File: src/rtl/alu_share_arbiter.sv
// Shares one 32-bit ALU between two valid/ready requesters (round-robin or fixed priority).
// Latency: accept at edge N, response valid from cycle N+2; one op in flight, next accept >= 3 cycles later.
// Backpressure: result held in RESP until the owner's rsp_ready; no new grants until then.
// Optional: define ALU_SHARE_ILLEGAL_OP_EN to flag ALU codes 1011-1111 with rsp_err and zero data.
module alu_share_arbiter #(
  parameter int ARB_MODE = 0,  // 0 = round-robin, 1 = fixed priority (requester 0 wins)
  parameter int RR_INIT  = 0,  // requester favoured first after reset in round-robin mode
  parameter int CNT_W    = 16  // completed-operation counter width
) (
  input  logic             clk,
  input  logic             rst,
  input  logic             req0_valid,
  output logic             req0_ready,
  input  logic [31:0]      req0_a,
  input  logic [31:0]      req0_b,
  input  logic [3:0]       req0_op,
  output logic             rsp0_valid,
  input  logic             rsp0_ready,
  output logic [31:0]      rsp0_data,
  output logic             rsp0_err,
  input  logic             req1_valid,
  output logic             req1_ready,
  input  logic [31:0]      req1_a,
  input  logic [31:0]      req1_b,
  input  logic [3:0]       req1_op,
  output logic             rsp1_valid,
  input  logic             rsp1_ready,
  output logic [31:0]      rsp1_data,
  output logic             rsp1_err,
  output logic [CNT_W-1:0] ops_done,
  output logic             busy
);

  localparam logic [1:0] IDLE = 2'd0;
  localparam logic [1:0] EXEC = 2'd1;
  localparam logic [1:0] RESP = 2'd2;

  logic [1:0]  state;
  logic        rr_ptr;      // requester favoured on contention (round-robin only)
  logic        owner;       // requester that owns the in-flight op
  logic [31:0] a_q;
  logic [31:0] b_q;
  logic [3:0]  op_q;
  logic        err_q;       // in-flight op was flagged illegal at accept
  logic [31:0] result_q;
  logic [31:0] alu_out;
  logic        gnt0;
  logic        gnt1;
  logic        acc0;
  logic        acc1;
  logic        illegal_in;
  logic        rsp_hs;

  // Grant decision: only while IDLE, never both requesters at once
  always_comb begin
    gnt0 = 1'b0;
    gnt1 = 1'b0;
    if (state == IDLE) begin
      if (ARB_MODE == 1) begin
        gnt0 = req0_valid;
        gnt1 = req1_valid & ~req0_valid;
      end else if (req0_valid & req1_valid) begin
        gnt0 = ~rr_ptr;
        gnt1 = rr_ptr;
      end else begin
        gnt0 = req0_valid;
        gnt1 = req1_valid;
      end
    end
  end

  assign req0_ready = gnt0;
  assign req1_ready = gnt1;
  assign acc0       = req0_valid & gnt0;
  assign acc1       = req1_valid & gnt1;

`ifdef ALU_SHARE_ILLEGAL_OP_EN
  // Codes above MUL (1010) have no defined operation
  assign illegal_in = acc1 ? (req1_op > 4'd10) : (req0_op > 4'd10);
`else
  assign illegal_in = 1'b0;
`endif

  // Shared ALU, driven only from the registered operands
  always_comb begin
    alu_out = 32'd0;
    case (op_q)
      4'b0000: alu_out = a_q + b_q;
      4'b0001: alu_out = a_q - b_q;
      4'b0010: alu_out = a_q & b_q;
      4'b0011: alu_out = a_q | b_q;
      4'b0100: alu_out = a_q ^ b_q;
      4'b0101: alu_out = a_q << b_q[4:0];
      4'b0110: alu_out = a_q >> b_q[4:0];
      4'b0111: alu_out = $signed(a_q) >>> b_q[4:0];
      4'b1000: alu_out = {31'd0, $signed(a_q) < $signed(b_q)};
      4'b1001: alu_out = {31'd0, a_q < b_q};
      4'b1010: alu_out = a_q * b_q;  // low 32 bits of the product
      default: alu_out = 32'd0;
    endcase
  end

  // Control FSM with operand capture, result capture and round-robin pointer update
  always_ff @(posedge clk) begin
    if (rst) begin
      state    <= IDLE;
      rr_ptr   <= (RR_INIT != 0);
      owner    <= 1'b0;
      a_q      <= 32'd0;
      b_q      <= 32'd0;
      op_q     <= 4'd0;
      err_q    <= 1'b0;
      result_q <= 32'd0;
    end else begin
      case (state)
        IDLE: begin
          if (acc0 | acc1) begin
            owner <= acc1;
            a_q   <= acc1 ? req1_a  : req0_a;
            b_q   <= acc1 ? req1_b  : req0_b;
            op_q  <= acc1 ? req1_op : req0_op;
            err_q <= illegal_in;
            state <= EXEC;
            if (ARB_MODE == 0) begin
              rr_ptr <= ~acc1;
            end
          end
        end
        EXEC: begin
          // Illegal ops still pass through the ALU; their result is dropped here
          result_q <= err_q ? 32'd0 : alu_out;
          state    <= RESP;
        end
        RESP: begin
          if (rsp_hs) begin
            state <= IDLE;
          end
        end
        default: state <= IDLE;
      endcase
    end
  end

  assign rsp0_valid = (state == RESP) & ~owner;
  assign rsp1_valid = (state == RESP) & owner;
  assign rsp0_data  = rsp0_valid ? result_q : 32'd0;
  assign rsp1_data  = rsp1_valid ? result_q : 32'd0;
  assign rsp0_err   = rsp0_valid & err_q;
  assign rsp1_err   = rsp1_valid & err_q;
  assign rsp_hs     = (rsp0_valid & rsp0_ready) | (rsp1_valid & rsp1_ready);
  assign busy       = (state != IDLE);

  // Completed-response counter, wraps naturally
  always_ff @(posedge clk) begin
    if (rst) begin
      ops_done <= '0;
    end else if (rsp_hs) begin
      ops_done <= ops_done + CNT_W'(1);
    end
  end

endmodule

File: config.mk
export PLATFORM = sky130hd
export DESIGN_NAME = alu_share_arbiter
export DESIGN_NICKNAME = d
export VERILOG_FILES = /design/src/rtl/alu_share_arbiter.sv
export SDC_FILE = /design/constraint.sdc
export NUM_CORES = 2
export LEC_CHECK = 0
export ABC_AREA = 1
export BUFFER_PORTS_ARGS = -buffer_cell sky130_fd_sc_hd__buf_2
export CAP_MARGIN = 5
export CORE_MARGIN = 4
export CORE_UTILIZATION = 69
export DETAILED_ROUTE_END_ITERATION = 6
export PLACE_DENSITY = 0.9
export SLEW_MARGIN = 10
export SYNTH_ARGS = -nofsm -noshare
export SYNTH_HDL_FRONTEND = slang
export SYNTH_SLANG_ARGS = --single-unit
File: constraint.sdc
create_clock -name clk -period 19.04 [get_ports clk]
set_input_delay 3.808 -clock clk [delete_from_list [all_inputs] [get_ports clk]]
set_output_delay 3.808 -clock clk [all_outputs]
set_load 0.01 [all_outputs]
==> summary.txt <==
status - completed
Leak Pwr - 19.4 nW
H-tree Lvls - 4
first-pass GRT wire length - 191000 um
post-synth cell types - 59
RSZ-0062 raised after global routing - no
total track usage - 0.522
Mapped Area - 31100 um2
top-count cell post-synth - nand2_1
CP max-delay cell - buf_4
hpwl dp - 96000 um
antenna-violating nets left - 0
Max Clk Rate - 0.113 GHz
Max stage delay on crit path - 0.53 ns
antenna violations before repair - 4
input/output buffers - 226
WS Path Type - in2out
top cells by area, synth - fa_1, nand2_1, inv_1
WP data required - 15.23 ns
Synth warnings - 0
syn_area_per_cell - 6.32 um2
Sequential Power Share - 0.156
pre-CTS setup slack - 10.28 ns
Die W - 220 um
Top Ports - 229
cell area after layout - 33100 um2
Sw Ratio - 0.563
Peak VDD IR - 0.0897 mV
Sum Neg Setup Slack - 0 ns
clock tree buffer depth - 2
CP Cell Sequence - buf_2, nand2_1, nand3_1, inv_2, buf_4, buf_2
Vias - 34492
Async S/R FF share, synth - 0
GRT overflow - 0
Yosys top cell area share - 0.264
Worst-Skew Late Latency - 0.48 ns
relative slew slack - 0.0816
Worst Reg-to-Reg Cells - 24
clk sinks - 120
Int Pwr - 926 uW
PnR Total Power - 2.12 mW
P per Cell Area - 64.1 nW/um2
Yosys top cell by area - fa_1
clk root buf - clkbuf_16
post-layout min period - 8.81 ns
Nets - 5755
Post-CTS Hold Fix Bufs - 0
dominant synthesized flop cell - dfxtp_1
Initial Util - 0.701
core box area - 44400 um2
post-cts gate resize count - 0
Layout area overhead - 6.28%
vias per inst - 6.17
die area - 48600 um2
crit path DAT - 5.01 ns
routability cong. - 1.09
final WL - 126000 um
Clock transition at path regs - 0.06 ns
# rows - 77
reg2reg end - result_q[24]
endpoint type of the worst setup path - primary output
r2r setup slk - 10.70 ns
Worst Max-Slew Pin Slew - 1.38 ns
vias in the first global route - 34517
final-report hold violation count - 0
Hold Path Stages - 2
Crit path buffers/inverters - 4
P_sw - 1.19 mW
sequential element share of the synthesized area - 0.0772
DR iter-0 viols - 4899
HP Start - result_q[21]
WHS Endpoint - result_q[21]
Setup crit start kind - primary input
final worst slack - 10.23 ns
clock power share - 0.164
Post-CTS Setup Repair Bufs - 0
cell count after synthesis - 4930
clock skew - 0.0154 ns
max cap viols - 0
number of synthesized register bits - 120
combinational share of power - 0.680
CTS tree - done
layout cells sized above 1 - 0.0755
fin crit share - 0.463
largest net degree at the start of global routing - 77
worst min path class - reg2reg
Die Y-Extent - 220 um
crit-path most repeated cell - buf_2
final setup vio count - 0
WL/cell - 22.6 um
detailed-route DRC error count - 0
Initial DRT Pass Iterations - 7
critical path peak fanout - 70
Area after DPL - 32500 um2
fin. max-slew vios - 0
FF-to-FF Start - a_q[9]
Post-synth top cells - nand2_1, inv_1, fa_1
CTS Buf Count - 17
family with the most delay on the worst path - buffers and inverters
EDFF count, synth - 0
-- worst max path at each step --
stage / from / end / slack, ns / cells past startpoint
2_1_floorplan: req0_valid / req1_ready / 10.72 / 4
3_3_place_gp: req1_valid / req0_ready / 10.30 / 6
3_5_place_dp: req1_valid / req0_ready / 10.28 / 6
4_1_cts: req1_valid / req0_ready / 10.25 / 6
5_1_grt: req1_valid / req0_ready / 10.17 / 6
6_report: req1_valid / req0_ready / 10.23 / 6
-- power by group through the flow --
stage	clock, mW	sequential [mW]	combinational, mW
floorplan	0	0.297	0.949
global placement	0	0.326	1.29
detailed placement	0	0.329	1.35
CTS	0.346	0.324	1.36
global route	0.357	0.331	1.55
finish	0.348	0.330	1.44
-- area by class of cell --
class                   instances  area, um2
diodes                          4       10.0
clock buffers                  17        425
clock inverters                15        181
fillers                      3361      11300
inverters                    1124       4220
multi-input cells            3429      23500
flip-flops and latches        120       2410
well taps                     592        741
repair buffers                290       1610
-- registers in the layout, summed over array words and instances, names as in the netlist --
register,cells
a_q,32
rr_ptr,1
owner,1
result_q,32
state,2
b_q,32
op_q,4
ops_done,16
-- cells in the final DEF, fill, tap and decap left out, types with 10 or more instances in the layout --
cell / n
a211oi_1: 19
a21o_1: 15
a21oi_1: 245
buf_2: 226
buf_4: 64
clkbuf_16: 17
dfxtp_1: 115
fa_1: 410
ha_1: 221
inv_1: 1109
inv_2: 13
nand2_1: 1476
nand3_1: 245
nand4_1: 43
nor2_1: 241
nor3_1: 36
o211ai_1: 24
o21a_1: 16
o21ai_0: 231
o21ai_1: 53
o21bai_1: 10
o22ai_1: 29
or2_2: 11
-- per-stage QoR --
step	hold slack, ns	utilization	cells
after floorplan	0.445	-	4931
after global placement	0.453	0.731	5555
after detailed placement	0.455	0.731	5555
after CTS	0.465	0.745	5587
after global routing	0.482	0.745	5589
final	0.467	0.745	5591
-- worst register-to-register path, cell delays in order (launching register included) --
cell	delay, ns
dfxtp_1	0.93
buf_4	0.41
ha_1	0.22
inv_1	0.19
fa_1	0.48
inv_1	0.09
fa_1	0.43
fa_1	0.53
inv_1	0.06
fa_1	0.49
inv_1	0.07
fa_1	0.48
fa_1	0.56
fa_1	0.43
fa_1	0.45
ha_1	0.37
a21oi_1	0.22
o21ai_0	0.12
a21oi_1	0.15
nand3_1	0.18
a21o_1	0.23
o21ai_0	0.66
nand4_1	0.25
nand2_1	0.11
a21oi_1	0.06
-- metal layers --
layer | share of wire | track usage
met5 | 0.00027 | 0.00606
met4 | 0.11 | 0.438
met3 | 0.16 | 0.216
met2 | 0.41 | 0.742
met1 | 0.33 | 0.611
-- kinds of logic after synthesis --
| logic type | after synthesis | share of synthesized area |
|---|---|---|
| DFF | 120 | 0.0772 |
| adders and majority gates | 631 | 0.352 |
| other | 1 | 0.000120 |
| buffers and inverters | 1382 | 0.169 |
| muxes | 9 | 0.00289 |
| and+or+nand+nor | 2094 | 0.274 |
| AOI/OAI and AO/OA | 682 | 0.122 |
| xor gates and xnor gates | 11 | 0.00309 |
No activity file was read; power rests on OpenSTA's default activity.
